==> config.mk <==
export PLATFORM = sky130hd
export DESIGN_NAME = ahsqr_square_reconstruct
export DESIGN_NICKNAME = d
export VERILOG_FILES = /design/src/rtl/ahsqr_pkg.sv /design/src/rtl/ahsqr_shift_add_step.sv /design/src/rtl/ahsqr_square_reconstruct.sv
export SDC_FILE = /design/constraint.sdc
export NUM_CORES = 1
export LEC_CHECK = 0
export ABC_CLOCK_PERIOD_IN_PS = 2200
export CAP_MARGIN = 20
export CORE_ASPECT_RATIO = 1.25
export CORE_MARGIN = 5
export CORE_UTILIZATION = 30
export DETAILED_ROUTE_END_ITERATION = 16
export PLACE_DENSITY = 0.54
export SYNTH_ARGS = -nofsm -noshare
export SYNTH_HDL_FRONTEND = slang
export SYNTH_SLANG_ARGS = --single-unit
==> constraint.sdc <==
create_clock -name clk_i -period 2.2 [get_ports clk_i]
set_input_delay 0.22 -clock clk_i [delete_from_list [all_inputs] [get_ports clk_i]]
set_output_delay 0.22 -clock clk_i [all_outputs]
set_load 0.05 [all_outputs]
==> src/rtl/ahsqr_pkg.sv <==
// Shared types and constants for the AHSQR square-reconstruction stage.
package ahsqr_pkg;

  localparam int unsigned ROOT_W_DEF = 8;
  localparam int unsigned SQ_W_DEF   = 2 * ROOT_W_DEF;

  // Counter width for ROOT_W iterations (at least one bit).
  function automatic int unsigned iter_w(input int unsigned root_w);
    return (root_w > 1) ? $clog2(root_w) : 1;
  endfunction

  localparam int unsigned ITER_W_DEF = iter_w(ROOT_W_DEF);

  typedef enum logic [1:0] {
    IDLE = 2'd0,
    BUSY = 2'd1,
    DONE = 2'd2
  } recon_state_t;

  typedef logic [SQ_W_DEF-1:0] sq_t;

endpackage

==> src/rtl/ahsqr_shift_add_step.sv <==
// One combinational shift-add multiply iteration: conditional add, then shift operands.
module ahsqr_shift_add_step #(
  parameter int unsigned ROOT_W = 8
) (
  input  logic [2*ROOT_W-1:0] acc_i,
  input  logic [2*ROOT_W-1:0] mcand_i,
  input  logic [ROOT_W-1:0]   mplier_i,
  output logic [2*ROOT_W-1:0] acc_c_o,
  output logic [2*ROOT_W-1:0] mcand_c_o,
  output logic [ROOT_W-1:0]   mplier_c_o
);

  assign acc_c_o    = mplier_i[0] ? (acc_i + mcand_i) : acc_i;
  assign mcand_c_o  = mcand_i << 1;
  assign mplier_c_o = mplier_i >> 1;

endmodule

==> src/rtl/ahsqr_square_reconstruct.sv <==
// Sequential q*q reconstruction with valid/ready handshakes; one transaction at a time.
// Optional R - q*q error / overshoot outputs are built when AHSQR_RECON_ERR_EN is defined.
module ahsqr_square_reconstruct
  import ahsqr_pkg::*;
#(
  parameter int unsigned ROOT_W = ROOT_W_DEF
) (
  input  logic                  clk_i,
  input  logic                  rst_i,
  input  logic                  in_valid_i,
  output logic                  in_ready_o,
  input  logic [ROOT_W-1:0]     in_root_i,
  input  logic [2*ROOT_W-1:0]   in_radicand_i,
  output logic                  out_valid_o,
  input  logic                  out_ready_i,
`ifdef AHSQR_RECON_ERR_EN
  output logic [2*ROOT_W:0]     out_err_o,
  output logic                  out_over_o,
`endif
  output logic [2*ROOT_W-1:0]   out_square_o
);

  localparam int unsigned SQ_W  = 2 * ROOT_W;
  localparam int unsigned CNT_W = iter_w(ROOT_W);

  recon_state_t      state_q, state_d;
  logic [CNT_W-1:0]  count_q, count_d;
  logic [SQ_W-1:0]   acc_q, acc_d;
  logic [SQ_W-1:0]   mcand_q, mcand_d;
  logic [ROOT_W-1:0] mplier_q, mplier_d;
  logic [SQ_W-1:0]   square_q, square_d;
  logic              valid_q, valid_d;
  logic              in_ready_q, in_ready_d;

  logic [SQ_W-1:0]   step_acc;
  logic [SQ_W-1:0]   step_mcand;
  logic [ROOT_W-1:0] step_mplier;

`ifdef AHSQR_RECON_ERR_EN
  logic [SQ_W-1:0]   rad_q, rad_d;
  logic [SQ_W:0]     err_q, err_d;
  logic              over_q, over_d;
  logic [SQ_W:0]     diff;

  // Both operands are non-negative and fit in SQ_W bits, so the extra MSB is the sign.
  assign diff = {1'b0, rad_q} - {1'b0, step_acc};
`else
  logic unused_radicand;
  assign unused_radicand = ^in_radicand_i;
`endif

  ahsqr_shift_add_step #(.ROOT_W(ROOT_W)) u_step (
    .acc_i      (acc_q),
    .mcand_i    (mcand_q),
    .mplier_i   (mplier_q),
    .acc_c_o    (step_acc),
    .mcand_c_o  (step_mcand),
    .mplier_c_o (step_mplier)
  );

  // State, operand and output registers.
  always_ff @(posedge clk_i) begin
    if (rst_i) begin
      state_q    <= IDLE;
      count_q    <= '0;
      acc_q      <= '0;
      mcand_q    <= '0;
      mplier_q   <= '0;
      square_q   <= '0;
      valid_q    <= 1'b0;
      in_ready_q <= 1'b1;
`ifdef AHSQR_RECON_ERR_EN
      rad_q      <= '0;
      err_q      <= '0;
      over_q     <= 1'b0;
`endif
    end else begin
      state_q    <= state_d;
      count_q    <= count_d;
      acc_q      <= acc_d;
      mcand_q    <= mcand_d;
      mplier_q   <= mplier_d;
      square_q   <= square_d;
      valid_q    <= valid_d;
      in_ready_q <= in_ready_d;
`ifdef AHSQR_RECON_ERR_EN
      rad_q      <= rad_d;
      err_q      <= err_d;
      over_q     <= over_d;
`endif
    end
  end

  // Next-state and datapath control.
  always_comb begin
    state_d  = state_q;
    count_d  = count_q;
    acc_d    = acc_q;
    mcand_d  = mcand_q;
    mplier_d = mplier_q;
    square_d = square_q;
    valid_d  = valid_q;
`ifdef AHSQR_RECON_ERR_EN
    rad_d    = rad_q;
    err_d    = err_q;
    over_d   = over_q;
`endif
    case (state_q)
      IDLE: begin
        if (in_valid_i && in_ready_q) begin
          mcand_d  = SQ_W'(in_root_i);
          mplier_d = in_root_i;
          acc_d    = '0;
          count_d  = '0;
`ifdef AHSQR_RECON_ERR_EN
          rad_d    = in_radicand_i;
`endif
          state_d  = BUSY;
        end
      end
      BUSY: begin
        acc_d    = step_acc;
        mcand_d  = step_mcand;
        mplier_d = step_mplier;
        count_d  = count_q + CNT_W'(1);
        if (count_q == CNT_W'(ROOT_W - 1)) begin
          state_d  = DONE;
          valid_d  = 1'b1;
          square_d = step_acc;
`ifdef AHSQR_RECON_ERR_EN
          err_d    = diff;
          over_d   = diff[SQ_W];
`endif
        end
      end
      DONE: begin
        if (out_ready_i) begin
          state_d = IDLE;
          valid_d = 1'b0;
        end
      end
      default: state_d = IDLE;
    endcase
    in_ready_d = (state_d == IDLE);
  end

  assign in_ready_o   = in_ready_q;
  assign out_valid_o  = valid_q;
  assign out_square_o = square_q;
`ifdef AHSQR_RECON_ERR_EN
  assign out_err_o    = err_q;
  assign out_over_o   = over_q;
`endif

endmodule

==> results of run 1 <==
## critical path, stage by stage (launching register included)
cell	delay, ps
dfxtp_2	340
ha_4	160
fa_2	350
a21oi_2	160
o211ai_1	120
a31oi_2	230
o21ai_2	100
a221oi_2	270
xnor2_1	110
o31a_1	240
## area by class of cell
| class | count | share of cell area [%] |
|---|---|---|
| tap | 132 | 3.860 |
| multi-input combinational | 294 | 46.67 |
| timing repair buffer | 63 | 12.63 |
| clock inverter | 6 | 1.082 |
| inverter | 6 | 0.5263 |
| sequential | 63 | 29.65 |
| clock buffer | 10 | 5.585 |
## path summary, 6_finish.rpt
check / start / end / slack, ps
setup / recovery: acc_q[0]$_SDFFE_PP0P_ / out_square_o[14]$_SDFFE_PP0P_ / 4
hold / removal: rst_i / out_square_o[2]$_SDFFE_PP0P_ / 360
setup reg to reg: acc_q[0]$_SDFFE_PP0P_ / out_square_o[14]$_SDFFE_PP0P_ / 4
hold reg to reg: out_square_o[3]$_SDFFE_PP0P_ / out_square_o[3]$_SDFFE_PP0P_ / 460
## metrics by stage
step	setup slack (ps)	TNS, ps	area, sq um
after floorplan	20.49	0	3222
after global placement	-104.9	-208.2	3826
after detailed placement	-133.6	-428.3	3826
after CTS	-22.49	-28.66	4182
after global routing	-123.5	-294.2	4279
final	4.257	0	4279
## report_power, final
group / internal [mW] / switching [mW] / leakage (nW)
sequential: 1.18 / 0.0323 / 0.514
combinational: 0.122 / 0.185 / 0.968
clock: 0.795 / 0.530 / 0.135
total: 2.10 / 0.747 / 1.62
## state kept, by name, summed over array words and instances, names as in the netlist
name	count
out_square_o	16
out_valid_o	1
state_q	2
in_ready_o	1
acc_q	16
count_q	3
mcand_q	16
mplier_q	8
## cell families after synthesis
kind of cell / Yosys count / share of synthesized area [%]
xor gates and xnor gates: 14 / 3.810
DFF: 63 / 39.19
buffers and inverters: 28 / 3.383
adders and majority gates: 18 / 7.232
AOI/OAI and AO/OA: 110 / 24.84
muxes: 6 / 1.866
and+or+nand+nor: 146 / 19.67
## what timing repair did
action / 4_1_cts / 5_1_grt
setup buffers: 2 / 0
gates cloned: 0 / 0
setup endpoints to repair: 9 / 12
gates resized for setup: 11 / 17
pin swaps: 6 / 7
## Yosys cell counts, types with 6 or more instances
library cell | n | share of area (%)
ha_1 | 17 | 6.6
clkbuf_1 | 19 | 2.2
nor3_1 | 9 | 1.4
nor2_1 | 53 | 6.2
inv_1 | 6 | 0.70
xnor2_1 | 8 | 2.2
o21ai_0 | 7 | 1.1
a211oi_1 | 13 | 3.0
a22oi_1 | 7 | 1.6
mux2i_1 | 6 | 1.9
nand2_1 | 53 | 6.2
a22o_1 | 6 | 1.6
a21oi_1 | 34 | 5.3
dfxtp_1 | 63 | 39
nand3_1 | 14 | 2.2
a311oi_1 | 14 | 3.8
xor2_1 | 6 | 1.6
## per-layer routing
layer	vias to the layer above	routed length [um]
li1	1491	-
met1	1344	3943
met2	42	3911
met3	13	249
met4	0	198
met5	-	0
==> results.txt, run 1 <==
- Number of instances in the synthesized netlist: approximately 390
- After filler insertion, the fill cell instance count of the layout stands at ~1100.
- In this run the mean area of a mapped cell was ~8.4 sq um.
* Remaining number of nets flagged by the antenna check after routing: 0
* Overall global routing resource usage: about an eighth
* Commonest cells after routing, fill and taps aside: 57 x dfxtp_1, 53 x nand2_1, 52 x nor2_1, 34 x buf_4, 31 x a21oi_1
* Number of top-level pins: between 40 and 50
- In this run the standard cell core region covers approximately 11000 sq um.
- Along the worst path, the maximum fanout reaches 3.
* CTS clock-pin slew for the worst setup and hold paths: roughly 60 ps
* #FFs+latches synth: 63
* Post-Route Utilization: roughly two fifths
- For the worst-skew pair, the clock arrives at the later sink with an insertion delay of between 300 and 400 ps.
* Grt met2 use: about 20%
- The congestion estimate from routability-driven global placement came to ~0.79.
- Met3 track utilization from global routing: 2.323%
* Transition time of the tightest slew-check pin: between 800 and 900 ps
- Dpl hpwl: ~6.0 mm
- The critical path in this run is classified as reg -> reg.
- Data on the critical path is required at its endpoint by 2420 ps.
- The hold violation count in the final report came to 0.
- Type of element launching the critical path: flop
* Max rail drop VDD: around 0.00035 V
* Run status: finished, final reports clean
- After synthesis the cells add up to between 3000 and 4000 sq um.
- Final Hold Slack: about 360 ps
- Total of warnings raised by yosys: 0
- The first routing iteration left 159 violations.
- Remaining routing DRC violations: 0
* Max-slew violation total from the final report: 0
- Worst hold path type: in -> reg
- Post-synthesis async set-or-reset flop share: 0%
* Area of the multi-input gates: approximately 2000 sq um
- Entering global routing, the biggest net connects 45 pins.
* Net count of the finished layout: ~480
- Residual overflow from global routing: 0
* Starting utilization of the core area: approximately 30%
- Hold_buf cts: 0
* Via count of the first global-routing pass: 2801
* Clk sinks: 63
- The synthesized netlist contains between 50 and 60 unique library cells.
* Final cell count without fillers: roughly 570
- For this block, the via count after detailed routing is ~2900.
* Number of buffers created by CTS: 9
- Layout Area Growth over Synthesis: 32.97%
- TritonCTS built the clock tree.
- Static leakage: between 1.5 and 2 nW
- Root Buffer Master: clkbuf_16
- Overall power: between 2 and 3 mW
- H-tree depth reported by CTS: 3
- Wire length after detailed routing: about 8.3 mm
- Clock tree skew after final layout: 7.794 ps
* Width of the die: 102.6 um
- Data on the critical path arrives at its endpoint at roughly 2400 ps.
- The initial antenna violation count was 0.
- Static timing analysis puts the maximum clock frequency at roughly 460 MHz.
- Area occupied by registers: around 1300 sq um
* First-pass GRT wire length: 13.47 mm
- Fraction of layout cells with a size suffix above 1: a little over a fifth
* Critical path capture point type: flop
- Antenna cell count: 0
- Number of instances on the worst hold path: 2
- First-pass DRT Iterations: 4
- Leaving out fill and tap cells, the most frequent cell in the layout is dfxtp_1.
- Synthesis produced a netlist with a net count of about 430.
- Average wire per standard cell: 14.47 um
- RSZ-0062 raised after global routing: yes
* Most instantiated flip-flop cell in the synthesis netlist: dfxtp_1
* Cell Count Post-Placement: roughly 560
- Portion of the clock cycle consumed by the worst path in the final layout: about 100%
* Max cap viols: 0
- For this run, global-route usage on met1 was measured as 17.06%.
* Port-buffer cells: 29
- The synthesized design contains 0 enable-type register cells.
* Pwr dens: between 600 and 700 nW/um^2
- The number of cells on the worst reg-to-reg path is 9.
- Via density per instance: between 5 and 6
- Portion of the post-synthesis area used by sequential elements: between 30% and 40%
- Die area: between 10000 and 15000 sq um
- Final setup violation count: 0
- Most utilized layer in the global route result: met2
* Clock period minus worst slack: roughly 2200 ps
- Die extent in y: between 100 and 150 um
- In this run the tightest slew margin relative to its limit is 43.14%.
* Row count: 42
- Buffer depth of the longest clock path: 2
Power figures use the tool's default switching activity.
==> run 2, diff against run 1 <==
--- a/config.mk
+++ b/config.mk
@@ -5,13 +5,15 @@
 export SDC_FILE = /design/constraint.sdc
 export NUM_CORES = 1
 export LEC_CHECK = 0
+export ABC_AREA = 1
 export ABC_CLOCK_PERIOD_IN_PS = 2200
 export CAP_MARGIN = 20
 export CORE_ASPECT_RATIO = 1.25
 export CORE_MARGIN = 5
 export CORE_UTILIZATION = 30
 export DETAILED_ROUTE_END_ITERATION = 16
-export PLACE_DENSITY = 0.54
+export PLACE_DENSITY = 0.53
+export REMOVE_ABC_BUFFERS = 1
 export SYNTH_ARGS = -nofsm -noshare
 export SYNTH_HDL_FRONTEND = slang
 export SYNTH_SLANG_ARGS = --single-unit
==> run 2 against run 1 <==
  * First-iteration DRC count shrank 25%
  * Global-route usage shrank 0.49 points
  * Critical endpoint unchanged
  * Sequential power is essentially flat
  * Cell count up 21%
  * Maximum frequency is 15% higher
  * Register-to-register slack improved by 290 ps
  * Clock power up 27%
  * Critical path type unchanged
==> results.txt, run 2 <==
* Core area: 11560 sq um
- Required arrival time at the worst endpoint: approximately 2400 ps
* Max-slew violation total from the final report: 0
- Simple-gate share of the synthesized area: 36.49%
- In the layout the commonest cells are 186 x nand2_1, 63 x dfxtp_1, 53 x inv_1, 44 x a21oi_1.
* Highest attainable clock frequency: approximately 520 MHz
- Summed over all cells, the static leakage comes to between 1.5 and 2 nW.
- Buffers added to address setup during post-CTS repair amount to 0.
- Net count of the finished layout: 597
- dfxtp_1 takes more of the synthesized area than any other cell.
- After detailed routing, the number of vias per cell comes to 4.651.
- Data arrives at the worst endpoint at 2130 ps.
* Die extent in y: approximately 130 um
- Headroom to the max-slew limit came out at 45.65%.
* Remaining number of nets flagged by the antenna check after routing: 0
- The hold violation count in the final report was 0.
- Clock period minus worst slack: ~1900 ps
* Type of element launching the critical path: flop
* Buffer depth of the longest clock path: 2
- During I/O placement, the number of pins put on the boundary was between 40 and 50.
* Number of antenna violations at the first check in global routing: 0
- First-pass DRT Iterations: 4
- Average size of a mapped cell: 6.721 sq um
* Grt met2 use: 22.09%
- Largest net degree at the start of global routing: 47
- Counting flops with an async set or reset pin after synthesis yields a share of 0%.
- Via count of the first global-routing pass: 3104
- Transition time of the tightest slew-check pin: 814.3 ps
* Final sum of negative setup slack: 0 ps
- Number of distinct library cells after synthesis: 33
* Run status: finished, final reports clean
- Port-buffer cells: 29
- The commonest cells after synthesis are 186 x nand2_1, 63 x dfxtp_1, 53 x inv_1, 44 x a21oi_1.
* Clock tree skew after final layout: roughly 7 ps
- #FFs+latches synth: 63
* Resized cells post-CTS: 0
- The worst-case IR drop observed on VDD is 0.0003533 V.
- Dpl hpwl: 6.152 mm
- Setup repair after global routing left no endpoint under its margin.
- Of the total synthesized cell area, the portion taken by full adders, half adders and majority gates is between 6 and 7%.
- Reg-to-reg slack, setup: around 290 ps
* Hold_buf cts: 0
- Width of the die: between 100 and 150 um
* Largest family of logic cells by synthesized area: simple AND/OR/NAND/NOR gates
* First-iteration detailed-routing DRC count: between 100 and 150
- The first global-routing pass estimated 14.66 mm of wire.
* Leading cell type in the layout, fill and taps excluded: nand2_1
* Final Hold Slack: about 260 ps
* Portion of the post-synthesis area used by sequential elements: 35.74%
- Across all layers, the routed design uses around 3200 vias.
* Portion of the clock cycle consumed by the worst path in the final layout: between 80% and 90%
- Number of buffers created by CTS: 9
* CTS clock-pin slew for the worst setup and hold paths: around 60 ps
- Among all cell types in the netlist, the one instantiated most often is nand2_1.
- Post-synthesis cell area: 3528 sq um
- Synthesis produced a netlist whose cell count is between 500 and 600.
- For this run the aggregate overflow at the end of global routing stands at 0.
- In the post-synthesis netlist, the biggest area contributors are dfxtp_1 36%, nand2_1 20%, a21oi_1 6.2%.
- Of all nets on the critical path, the largest fanout is 3.
- The floorplan has 44 rows.
* Average wire per standard cell: approximately 12 um
* Met1 capacity usage during global routing: ~16%
- Global routing consumed, over all layers together, between 10 and 15% of the routing resources.
* Die area: 14040 sq um
* Final setup violation count: 0
- Root Buffer Master: clkbuf_16
- During synthesis, Yosys emitted a total of 0 warnings.
* Insertion delay to the later sink of the worst-skew pair: approximately 330 ps
* Wire length after detailed routing: 8.448 mm
* Worst hold path type: in -> reg
- The layer flagged by global routing as most heavily used is met2.
- Of the post-synthesis cell area, the dominant cell type holds a little over a third.
* Max cap viols: 0
- Compared with the post-synthesis result, the final layout area differs by 21.84%.
- H-tree depth reported by CTS: 3
- The post-route netlist has a little under an eighth of its cells at a drive strength greater than 1.
- Met3 track utilization from global routing: 2.650%
- Most instantiated flip-flop cell in the synthesis netlist: dfxtp_1
- Remaining routing DRC violations: 0
- The setup path with the least slack is of type reg -> reg.
* Clk sinks: 63
* Post-synthesis mux area share: 0%
- Critical path capture point type: flop
- Routability cong.: 0.8658
- EDFF count, synth: 0
- 0 antenna diodes ended up in the layout.
- Xor/xnor cell area share of the yosys netlist: less than 1%
* Starting utilization of the core area: a little under a third
* Pwr dens: around 740 nW/um^2
- CTS tree: yes
- Summing the areas of all compound-gate instances in the mapped netlist gives roughly 11% of the synthesized area.
[run 2: changes by cell type after synthesis, sizes merged, moves of 13 or more]
cell / change
nand3: +29
nor2: -16
or2: +13
a311oi: -14
inv: +50
a211oi: -14
nand2: +138
[run 2: worst paths after layout]
check                           startpoint                       endpoint  cells past startpoint
setup reg to reg     acc_q[0]$_SDFFE_PP0P_  out_square_o[14]$_SDFFE_PP0P_                     14
setup / recovery     acc_q[0]$_SDFFE_PP0P_  out_square_o[14]$_SDFFE_PP0P_                     14
hold reg to reg   out_valid_o$_SDFFE_PP0P_       out_valid_o$_SDFFE_PP0P_                      2
hold / removal                       rst_i          state_q[1]$_SDFF_PP0_                      2
[run 2: final cells by class]
| class | instances | area [sq um] |
|---|---|---|
| inverter | 57 | 214.0 |
| fill | 1247 | 7262 |
| multi-input combinational | 384 | 1932 |
| clock inverter | 5 | 103.9 |
| timing repair buffer | 36 | 362.8 |
| sequential | 63 | 1261 |
| tap | 138 | 172.7 |
| clock buffer | 11 | 252.7 |
[run 2: through the flow]
step	cell area (sq um)	worst slack, ps	power [mW]	instances	util [%]
2_1_floorplan	3407	25.19	1.394	504	-
3_3_place_gp	3943	151.3	1.513	678	34.10
3_5_place_dp	3943	116.0	1.517	678	34.10
4_1_cts	4299	289.2	3.225	694	37.19
5_1_grt	4299	111.5	3.311	694	37.19
6_report	4299	294.9	3.181	694	37.19
[run 2: routing by layer]
layer,up-vias,share of wire [%]
li1,1726,-
met1,1454,46
met2,37,49
met3,11,2.6
met4,0,1.7
met5,-,0
[run 2: where the power goes]
group / internal (mW) / total (mW) / leakage [nW] / switching [mW]
combinational: 0.110 / 0.287 / 1.14 / 0.177
clock: 1.17 / 1.69 / 0.176 / 0.524
sequential: 1.17 / 1.20 / 0.511 / 0.0279
total: 2.45 / 3.18 / 1.83 / 0.729
[run 2: kinds of logic (layout without fill, tap and decap cells)]
group,after synthesis,after routing
flip-flops,63,63
buffers and inverters,78,109
AO/OA/AOI/OAI,70,70
XOR/XNOR,3,3
adder cells (fa/ha/maj),18,18
AND/OR/NAND/NOR,293,293
[run 2: critical path, stage by stage, from the launching register on]
cell	delay, ps
dfxtp_1	320
ha_1	230
fa_1	390
nand2_1	90
nand2_1	80
nand3_2	70
nand2_1	100
nand2_1	110
nand2_1	60
nand2_1	70
nand3_2	70
nand2_1	80
nand2_1	40
nand2_1	60
inv_1	30
==> run 3, diff against run 2 <==
--- a/config.mk
+++ b/config.mk
@@ -11,6 +11,7 @@
 export CORE_ASPECT_RATIO = 1.25
 export CORE_MARGIN = 5
 export CORE_UTILIZATION = 30
+export CTS_BUF_LIST = sky130_fd_sc_hd__clkbuf_8
 export DETAILED_ROUTE_END_ITERATION = 16
 export PLACE_DENSITY = 0.53
 export REMOVE_ABC_BUFFERS = 1
==> run 3 against run 2 <==
  * First-iteration DRC count decreased by 10%
  * Power decreased by 13%
  * Worst setup slack got worse by 3.0 ps
  * Via count decreased by 0.34%
  * Non-clock buffer count unchanged
  * Largest cell class unchanged
  * Worst hold slack got worse by 20 ps
  * Critical path type unchanged
  * Clock-buffer cell count unchanged
  * Maximum frequency decreased by 0.16%
==> results.txt, run 3 (synthesis results as in run 2) <==
* Hold_buf cts: 0
- Static leakage: roughly 1.8 nW
* First-pass GRT wire length: 14.57 mm
* Buffer depth of the longest clock path: 2
- The die covers between 10000 and 15000 sq um.
- In this run, flip-flops and latches consume between 40% and 50% of the power.
- Number of antenna violations at the first check in global routing: 0
* Max-slew headroom: about 46%
- Data arrival at the endpoint of the critical path: around 2200 ps
* Largest net degree at the start of global routing: 47
- Fraction of layout cells with a size suffix above 1: between 10% and 20%
* Highest attainable clock frequency: between 500 and 600 MHz
* Clock tree skew after final layout: between 9 and 10 ps
- Dividing the detail-routed via count by the number of cells gives ~4.6.
* Via count of the first global-routing pass: 3101
- Max-slew violation total from the final report: 0
- For this run, the number of standard cells in the final layout without fillers is around 690.
- Buffer and inverter count on the worst path: 1
- Transition time of the tightest slew-check pin: about 810 ps
* Endpoints failing hold: 0
- The congestion estimate from routability-driven global placement came to roughly 0.87.
- The share of total power dissipated in the clock network is 46.5%.
* CP most frequent cell: nand2_1
* CTS tree: yes
- Commonest cells after routing, fill and taps aside: 186 x nand2_1, 63 x dfxtp_1, 53 x inv_1, 44 x a21oi_1
* Resized cells post-CTS: 0
- The final layout contains routed wiring with a total length of around 8.4 mm.
* Post-route cell area: around 4200 sq um
- The net count of the finished layout is 597.
* Antenna cell count: 0
- The clock tree synthesis step divided the H-tree into 3 levels.
- Once the floorplan was initialized, standard cells occupied a little under a third of the core.
* Post-Place Cell Area: ~3900 sq um
- Insertion delay to the later sink of the worst-skew pair: 340 ps
- Clk sinks: 63
* Residual overflow from global routing: 0
* Maximum fanout along the worst path: 3
* Biggest cell delay along the critical path: around 390 ps
- Die extent in y: roughly 130 um
- Width of the die: between 100 and 150 um
- Remaining number of nets flagged by the antenna check after routing: 0
- Average wire per standard cell: around 12 um
* Worst Path Class, Setup: reg -> reg
- Worst path depth: 14
- Traced cell by cell, the critical path runs through ha_1 -> fa_1 -> nand2_1 -> nand2_1 -> nand3_2 -> nand2_1 -> nand2_1 -> nand2_1 -> nand2_1 -> nand3_2 -> nand2_1 -> nand2_1 -> nand2_1 -> inv_1.
- First-pass DRT Iterations: 4
- Overall global routing resource usage: 12.71%
- The flow ran to the end, and the final reports show no timing, DRC or antenna violations.
* Number of top-level pins: 46
* Cell type of the slowest stage on the worst timing path: fa_1
- Of the available clock period, the critical path in the final layout requires just under 90%.
- Root Buffer Master: clkbuf_8
- The number of placed instances, taps included, is slightly below 700.
- Cell family with the largest share of critical-path delay: simple AND/OR/NAND/NOR gates
- RSZ-0062 raised after global routing: no
* Clock period minus worst slack: roughly 1900 ps
- Pwr dens: between 600 and 700 nW/um^2
- Final sum of negative setup slack: 0 ps
* Required arrival time at the worst endpoint: between 2000 and 2500 ps
- Net switching share of the total power: between 20% and 30%
- Measured in cells, the most critical reg-to-reg path has a length of 14.
* Number of buffers created by CTS: 9
- Detailed routing inserted a total of 3217 vias.
- Overall power: roughly 2.8 mW
- Row count: 44
* Relative contribution of combinational cells to total power: between 10% and 20%
- In this run the tool buffered the top-level ports with 29 buffer cells.
- Leading cell type in the layout, fill and taps excluded: nand2_1
* Max rail drop VDD: approximately 0.00038 V
* CTS clock-pin slew for the worst setup and hold paths: approximately 80 ps
- Post-CTS Setup Repair Bufs: 0
- Critical path capture point type: flop
- The worst hold path belongs to the class in -> reg.
* Remaining routing DRC violations: 0
- STA classifies the critical path startpoint as a flop.
* Max cap viols: 0
- Summed over all nets, the switching power comes to 685.2 uW.
* Number of instances on the worst hold path: 2
* Layout Area Growth over Synthesis: 18.97%
- Setup violations remaining at the end of the flow were counted as 0.
* Internal power of the cells: around 2.1 mW
* Dpl hpwl: roughly 6.2 mm
- The core region is 11560 sq um.
- The detailed router finished its first iteration with 107 violations.
## run 3: stage by stage
step / hold slack [ps] / worst slack [ps] / util, %
floorplan: 282.4 / 25.19 / -
global placement: 444.0 / 151.3 / 34.10
detailed placement: 455.3 / 116.0 / 34.10
CTS: 228.4 / 286.5 / 36.31
global route: 246.7 / 107.8 / 36.31
finish: 236.6 / 291.9 / 36.31
## run 3: layer usage
metal	GRT usage, %	share of wire, %
met4	3.696	1.9
met3	3.288	2.7
met1	15.79	47
met5	0	0
met2	21.57	48
## run 3: final timing paths
path / from / endpoint / slack, ps
min: rst_i / state_q[1]$_SDFF_PP0_ / 240
max reg2reg: acc_q[0]$_SDFFE_PP0P_ / out_square_o[14]$_SDFFE_PP0P_ / 290
min reg2reg: mplier_q[7]$_SDFFE_PP0P_ / mplier_q[7]$_SDFFE_PP0P_ / 460
max: acc_q[0]$_SDFFE_PP0P_ / out_square_o[14]$_SDFFE_PP0P_ / 290
## run 3: power by group through the flow
| stage | clock, mW | sequential [mW] | combinational [mW] |
|---|---|---|---|
| after floorplan | 0 | 1.23 | 0.166 |
| after global placement | 0 | 1.23 | 0.286 |
| after detailed placement | 0 | 1.23 | 0.289 |
| after CTS | 1.32 | 1.20 | 0.289 |
| after global routing | 1.39 | 1.21 | 0.323 |
| final | 1.30 | 1.20 | 0.287 |
## run 3: final cells by class
| class | count | area, sq um |
|---|---|---|
| flip-flops and latches | 63 | 1261 |
| multi-input cells | 384 | 1932 |
| inverters | 57 | 214.0 |
| well taps | 138 | 172.7 |
| clock inverters | 5 | 103.9 |
| fillers | 1260 | 7363 |
| repair buffers | 36 | 362.8 |
| clock buffers | 11 | 151.4 |
